## config.mk

```make
export PLATFORM = sky130hd
export DESIGN_NAME = run_detect_sched
export DESIGN_NICKNAME = d
export VERILOG_FILES = /design/src/rtl/run_detect_sched.sv
export SDC_FILE = /design/constraint.sdc
export NUM_CORES = 1
export LEC_CHECK = 0
export CAP_MARGIN = 20
export CORE_ASPECT_RATIO = 0.7
export CORE_MARGIN = 2
export CORE_UTILIZATION = 45
export CTS_CLUSTER_DIAMETER = 40
export DETAILED_ROUTE_END_ITERATION = 16
export GPL_ROUTABILITY_DRIVEN = 0
export PLACE_DENSITY = 0.79
export RECOVER_POWER = 25
export REMOVE_ABC_BUFFERS = 1
export SLEW_MARGIN = 20
export SYNTH_ARGS = -nofsm -noshare
export SYNTH_HDL_FRONTEND = slang
export SYNTH_SLANG_ARGS = --single-unit
```

## constraint.sdc

```tcl
create_clock -name clk -period 4.43 [get_ports clk]
set_clock_uncertainty 0.05 [all_clocks]
set_input_delay 0.6645 -clock clk [delete_from_list [all_inputs] [get_ports clk]]
set_output_delay 0.6645 -clock clk [all_outputs]
set_load 0.005 [all_outputs]
```

## src/rtl/run_detect_sched.sv

```systemverilog
// Shares one run detector among N_CH serial streams.
// A round-robin arbiter grants one bit per cycle, which is scored against that channel's saved context.
module run_detect_sched #(
  parameter int N_CH    = 4,
  parameter int RUN_LEN = 3,
  parameter int CNT_W   = 2,
  parameter int CH_W    = 2
) (
  input  logic            clk,
  input  logic            reset,
  input  logic            enable,
  input  logic [N_CH-1:0] req_valid,
  input  logic [N_CH-1:0] req_bit,
  output logic [N_CH-1:0] req_ready,
  input  logic [N_CH-1:0] ch_clear,
  output logic            out_valid,
  output logic [CH_W-1:0] out_ch,
  output logic            out_bit,
  output logic            out_y,
  input  logic            out_ready
);

  localparam logic [1:0] IDLE = 2'd0;
  localparam logic [1:0] RUN  = 2'd1;
  localparam logic [1:0] HOLD = 2'd2;

  localparam logic [CNT_W-1:0] RUN_MAX  = CNT_W'(RUN_LEN);
  localparam logic [CH_W:0]    N_CH_EXT = (CH_W+1)'(N_CH);
  localparam logic [CH_W-1:0] LAST_CH  = CH_W'(N_CH - 1);

  logic [1:0]       state;
  logic [1:0]       state_nxt;
  logic [CH_W-1:0]  ptr;
  logic [CH_W-1:0]  ptr_nxt;
  logic [N_CH-1:0]  ctx_last;
  logic [CNT_W-1:0] ctx_cnt [N_CH];

  logic             grant_en;
  logic             xfer;
  logic [N_CH-1:0]  gnt;
  logic [CH_W-1:0]  gnt_idx;
  logic             gnt_bit;
  logic             cur_last;
  logic [CNT_W-1:0] cur_cnt;
  logic [CNT_W-1:0] new_cnt;
  logic             new_y;

  // Grants only flow in RUN while the output register can take a new result.
  assign grant_en  = (state == RUN) && enable && !reset && (!out_valid || out_ready);
  assign req_ready = gnt;

  // Round-robin search starting at ptr, first requesting channel wins.
  always_comb begin
    logic [CH_W:0]   sum;
    logic [CH_W-1:0] idx;
    logic            hit;
    gnt     = '0;
    gnt_idx = '0;
    xfer    = 1'b0;
    sum     = '0;
    idx     = '0;
    hit     = 1'b0;
    for (int i = 0; i < N_CH; i++) begin
      sum          = {1'b0, ptr} + (CH_W+1)'(i);
      sum          = (sum >= N_CH_EXT) ? (sum - N_CH_EXT) : sum;
      idx          = sum[CH_W-1:0];
      hit          = grant_en && !xfer && req_valid[idx];
      gnt[idx]     = hit;
      gnt_idx      = hit ? idx : gnt_idx;
      xfer         = xfer | hit;
    end
  end

  // A same-cycle clear makes the granted bit the first of a fresh run.
  always_comb begin
    gnt_bit  = req_bit[gnt_idx];
    cur_last = ctx_last[gnt_idx];
    cur_cnt  = ch_clear[gnt_idx] ? '0 : ctx_cnt[gnt_idx];
    if ((cur_cnt == '0) || (gnt_bit != cur_last)) begin
      new_cnt = CNT_W'(1);
    end else if (cur_cnt >= RUN_MAX) begin
      new_cnt = RUN_MAX;
    end else begin
      new_cnt = cur_cnt + CNT_W'(1);
    end
    new_y = (new_cnt == RUN_MAX);
  end

  // Pointer advances past the winner only when a bit is actually taken.
  always_comb begin
    if (xfer) begin
      ptr_nxt = (gnt_idx == LAST_CH) ? '0 : (gnt_idx + CH_W'(1));
    end else begin
      ptr_nxt = ptr;
    end
  end

  // Control FSM; dropping enable wins over a stall so IDLE can drain the output.
  always_comb begin
    case (state)
      IDLE: state_nxt = enable ? RUN : IDLE;
      RUN: begin
        if (!enable) begin
          state_nxt = IDLE;
        end else if (out_valid && !out_ready) begin
          state_nxt = HOLD;
        end else begin
          state_nxt = RUN;
        end
      end
      HOLD:    state_nxt = out_ready ? RUN : HOLD;
      default: state_nxt = IDLE;
    endcase
  end

  // State and arbitration pointer.
  always_ff @(posedge clk) begin
    if (reset) begin
      state <= IDLE;
      ptr   <= '0;
    end else begin
      state <= state_nxt;
      ptr   <= ptr_nxt;
    end
  end

  // Per-channel run contexts.
  always_ff @(posedge clk) begin
    if (reset) begin
      ctx_last <= '0;
      for (int c = 0; c < N_CH; c++) begin
        ctx_cnt[c] <= '0;
      end
    end else begin
      for (int c = 0; c < N_CH; c++) begin
        if (xfer && (gnt_idx == CH_W'(c))) begin
          ctx_last[c] <= gnt_bit;
          ctx_cnt[c]  <= new_cnt;
        end else if (ch_clear[c]) begin
          ctx_last[c] <= 1'b0;
          ctx_cnt[c]  <= '0;
        end else begin
          ctx_last[c] <= ctx_last[c];
          ctx_cnt[c]  <= ctx_cnt[c];
        end
      end
    end
  end

  // Result register, one cycle behind the transfer.
  always_ff @(posedge clk) begin
    if (reset) begin
      out_valid <= 1'b0;
      out_ch    <= '0;
      out_bit   <= 1'b0;
      out_y     <= 1'b0;
    end else if (xfer) begin
      out_valid <= 1'b1;
      out_ch    <= gnt_idx;
      out_bit   <= gnt_bit;
      out_y     <= new_y;
    end else if (out_valid && out_ready) begin
      out_valid <= 1'b0;
    end else begin
      out_valid <= out_valid;
    end
  end

endmodule

```

======== Word-level counts from Yosys, hierarchy flattened ========
Memory sizes are Yosys's and may differ from the RTL's.
Cells that the tools add are included.
storage, ports and cells
  bits in registers ....................... 13
  RAM bits ................................ 8
  input bits .............................. 16
  word-level logic and storage cells ...... 211
  output and inout port bits .............. 9
  memories ................................ 1
operators by class
  $add $sub $neg .......................... 9
  bitwise gates (word level) .............. 16
  magnitude comparators ................... 14
  multiplexer cells ....................... 110
  equal/unequal tests ..................... 11
  reductions and logical operators ........ 40
memory list
  name     depth  width  rd ports  clocked after Yosys merged registers in  write ports  RTL line  text
  ctx_cnt  4      2      1         0                                        4            36        logic [CNT_W-1:0] ctx_cnt [N_CH];
operator list
  kind                                                  count
  2-to-1 mux 1 bit                                      68
  2-to-1 mux 2 bit                                      27
  logical AND 1 bit                                     20
  < comparator 2 x 3 -> 1 bit (second input constant)   5
  OR 1 bit                                              15
  binary-select mux 1 bit (select 2 bit)                7
  bitwise mux 4 bit                                     3
  nonzero test 2 bit                                    5
  >= comparator 3 bit (second input constant)           3
  demux 1 bit (select 2 bit)                            4
  == test 2 bit (second input constant)                 4
  >= comparator 2 x 1 -> 1 bit (second input constant)  4
  AND reduction 2 bit                                   4
  subtractor 2 x 1 -> 2 bit (second input constant)     4
  adder 2 x 2 -> 3 bit (second input constant)          2
  zero test 1 bit                                       6
  zero test 2 bit                                       3
  case mux 2 bit (3 select lines)                       1
  adder 2 x 1 -> 2 bit (second input constant)          2
  AND 4 bit                                             1
  == test 2 x 1 -> 1 bit (second input constant)        2
  != test 0 bit                                         4
  adder 2 x 1 -> 3 bit (second input constant)          1
  >= comparator 2 x 3 -> 1 bit (second input constant)  1
  3 further kinds                                       4

======== Depth between registers and ports, before layout ========
  word-level depth ........................ 26
  gate-level depth with buffers ........... 14
  gate-level depth less buffers ........... 12

======== Least setup slack after synthesis ========
Ideal clock, no wire load.
  kind .................................... reg-to-reg
  start point ............................. register ptr[0]
  end point ............................... memory ctx_cnt[0][1], data pin
  data arrival time ....................... 2.891 ns
  period minus slack after synthesis ...... 3.216 ns
  stages on the path, launching flop included .. 12
  path slack .............................. 1.214 ns
  required time ........................... 4.105 ns
  library setup time ...................... 0.275 ns
  path through ............................ dfxtp_1 buf_2 inv_2 ha_1 mux4_2 nor2b_4 or3_1 nand3_2 buf_12 mux2_1 mux2i_1 a211oi_1
RTL lines
  item                    RTL line  text
  start, declared         33        logic [CH_W-1:0] ptr;
  start signal, assigned  123       ptr <= ptr_nxt;
  end, declared           36

======== Worst setup path in the final report ========
  start point ............................. register ptr[0]
  end point ............................... output req_ready[1]
between the ends
  word-level cells in the longest chain between the ends .. 17
ends and longest elaborated chain
  item                                                                           RTL line  text
  parallel branches: the longest is 16 deep, another holds adder 2 x 1 -> 3 bit  n/a
  bitwise mux 4 bit *                                                            68        gnt[idx] = hit;
  end, declared                                                                  14        output logic [N_CH-1:0] req_ready,
Every way passes the cells marked *. The select of a mux whose other input is x is not followed.

==> impl_metrics.env <==
export IMPL_cp_required_ns=3.72
export IMPL_fin_tns_setup_ns=0
export IMPL_ir_drop_v=0.000102
export IMPL_gr_usage_all_layers_pct=18.3
export IMPL_hold_class="flip-flop to flip-flop"
export IMPL_final_max_slew_violation_count=0
export IMPL_rsz0062_at_grt="no"
export IMPL_holdWs_ns=0.411
export IMPL_worst_pin_slew_ns=1.05
export IMPL_leakagePower_nw=0.749
export IMPL_power_mw=0.413
export IMPL_initialDrtViolationCount=147
export IMPL_antenna_cells=0
export IMPL_multi_input_area_um2=971
export IMPL_core_area_um2=3230
export IMPL_hp_start="out_ch[0]$_SDFFE_PP0P_"
export IMPL_cp_end_kind="primary output"
export IMPL_async_flop_share_pct=0
export IMPL_cts_setup_buffers=0
export IMPL_synth_seq_cells=21
export IMPL_holdBufCountCts=0
export IMPL_drt_total_wl_mm=3.22
export IMPL_drive_above_1_share_pct=11.2
export IMPL_maxCapViolCount=0
export IMPL_synth_fa_ha_area_share_pct=6.43
export IMPL_drc=0
export IMPL_avgViaCountPerCell=5.39
export IMPL_cp_start_kind="flip-flop"
export IMPL_reg2reg_setup_slack_ns=0.64
export IMPL_synth_top_area_share_pct=16.7
export IMPL_synth_area_leaders="dfxtp_1 17%, edfxtp_1 15%, mux2i_1 7.1%"
export IMPL_yosysSeqAreaShare_pct=32.1
export IMPL_start_util_pct=48.2
export IMPL_io_pins=25
export IMPL_synth_area_mux_share_pct=16.2
export IMPL_path_class="flip-flop to primary output"
export IMPL_synth_flop_cell="dfxtp_1"
export IMPL_powerDensity_nw_per_um2=222
export IMPL_rows=17
export IMPL_worst_slack_ns=0.392
export IMPL_setup_viol=0
export IMPL_avgSynthCellArea_um2=9.00
export IMPL_hold_viol=0
export IMPL_synth_xor_area_share_pct=2.25
export IMPL_synth_simple_gate_area_share_pct=20.9
export IMPL_synth_top_family_by_area="simple AND/OR/NAND/NOR gates"
export IMPL_relSlewSlack_pct=29.2
export IMPL_ys_types=41
export IMPL_areaGrowthSynthToFinish_pct=19.5
export IMPL_portBuffers=24
export IMPL_fmax_mhz=248
export IMPL_fillCellCount=292
export IMPL_fp_dieW_um=74.3
export IMPL_yosysWarningCount=0
export IMPL_outcome="finished clean"
export IMPL_final_util_pct=57.6
export IMPL_final_area_um2=1860
export IMPL_cts_buffers=3
export IMPL_arrival_ns=3.32
export IMPL_area_sequential_um2=500
export IMPL_root_buffer="clkbuf_8"
export IMPL_yosysTopAreaCell="dfxtp_1"
export IMPL_routedWlPerCell_um=13.2
export IMPL_timing_final_crit_share_pct=91.1
export IMPL_instances_no_fill=244
export IMPL_yosysMostFrequentCell="nand2_1"
export IMPL_startpoint="ptr[0]$_SDFFE_PP0P_"
export IMPL_final_nets=222
export IMPL_r2r_start="ptr[0]$_SDFFE_PP0P_"
export IMPL_first_global_vias=1127
export IMPL_worst_r2r_cell_count=9
export IMPL_dp_slack_ns=0.627
export IMPL_period_minus_slack_ns=4.04
export IMPL_clkTransAtPathRegs_ns=0.08
export IMPL_drtAntennaViolNets=0
export IMPL_cts_resized_gates=0
export IMPL_clk_latency_ns=0.27
export IMPL_vias=1316
export IMPL_syn_area_um2=1560
export IMPL_grt_pass1_wl_mm=5.46
export IMPL_critPathCapture="req_ready[1]"
export IMPL_dieHeight_um=53.2
export IMPL_r2r_end="ctx_cnt[1][1]$_SDFFCE_PP0P_"
export IMPL_placed_cell_area_um2=1820
export IMPL_die_area_um2=3960
export IMPL_dp_cells=240
export IMPL_hold_depth=2
export IMPL_cts_buffer_depth=2
export IMPL_syn_inst=173
export IMPL_drtPass1Iterations=4
export IMPL_cts_htree_levels=1
export IMPL_overflow=0
export IMPL_cts_sinks=21
export IMPL_dpl_hpwl_mm=2.42
export IMPL_synth_compound_area_share_pct=16.8
export IMPL_cts_tree="yes"
export IMPL_synth_edff_count=8
export IMPL_ys_top_cells_by_count="18 x nand2_1, 15 x a21oi_1, 15 x nor2_1, 13 x dfxtp_1, 11 x mux2i_1"
export IMPL_grt_max_degree=13
export IMPL_crit_fanout=12
export IMPL_grt_antenna_before_repair=0
==> registers in the layout (all words and copies together) (netlist names) <==
name and cells:
ctx_cnt 8, ctx_last 4, out_ch 2, ptr 2, state 2, out_bit 1
out_valid 1, out_y 1
==> cell families (layout without fill, tap and decap cells) <==
group / after synthesis / in the layout
AO/OA/AOI/OAI: 42 / 42
buffers and inverters: 13 / 37
flip-flops: 21 / 21
adder cells (fa/ha/maj): 8 / 8
multiplexers: 20 / 20
XOR/XNOR: 4 / 4
AND/OR/NAND/NOR: 65 / 65
==> final cells by class <==
| type | count | area share, % |
|---|---|---|
| Inverter | 6 | 1.21 |
| Tap cell | 47 | 3.16 |
| Multi-Input combinational cell | 139 | 52.2 |
| Clock inverter | 1 | 0.269 |
| Timing Repair Buffer | 27 | 14.1 |
| Clock buffer | 3 | 2.22 |
| Sequential cell | 21 | 26.9 |
==> layer usage <==
metal | vias up | GRT usage (%) | share of wire, %
li1 | 687 | - | -
met1 | 587 | 28.4 | 55
met2 | 37 | 25.6 | 39
met3 | 5 | 3.62 | 5.1
met4 | 0 | 4.46 | 1.2
met5 | - | 0 | 0
==> worst max-delay path, cell delays in order, from the launching register on <==
cell and delay, ns:
dfxtp_1 0.60, inv_2 0.14, ha_1 0.52, mux4_2 0.60
nor3_1 0.40, a211oi_1 0.13, a21oi_1 0.14, clkdlybuf4s50_1 0.51
==> layout by cell type (no fill, tap or decap), types with 4 or more instances in the layout <==
cell type,instances
a211oi_1,7
dlygate4sd3_1,6
edfxtp_1,8
nand3_1,6
dfxtp_1,13
xor2_1,4
nand2b_1,5
o21ai_0,4
nor2_1,15
a21oi_1,16
nand2_1,18
ha_1,8
mux2i_1,11
a31oi_1,5
o21ai_1,5
clkdlybuf4s50_1,18
nor3_1,8
==> report_power, final <==
| group | leakage, nW | internal [mW] | switching (mW) | total (mW) |
|---|---|---|---|---|
| registers | 0.194 | 0.205 | 0.00352 | 0.209 |
| logic | 0.529 | 0.0364 | 0.0388 | 0.0751 |
| clock network | 0.0255 | 0.0628 | 0.0661 | 0.129 |
| total | 0.749 | 0.304 | 0.108 | 0.413 |
==> worst min-delay path by stage <==
stage,endpoint
finish,out_ch[0]$_SDFFE_PP0P_
global placement,out_ch[0]$_SDFFE_PP0P_
global route,out_ch[0]$_SDFFE_PP0P_
detailed placement,out_ch[0]$_SDFFE_PP0P_
floorplan,out_ch[0]$_SDFFE_PP0P_
CTS,out_ch[0]$_SDFFE_PP0P_
Power figures use the tool's default switching activity.
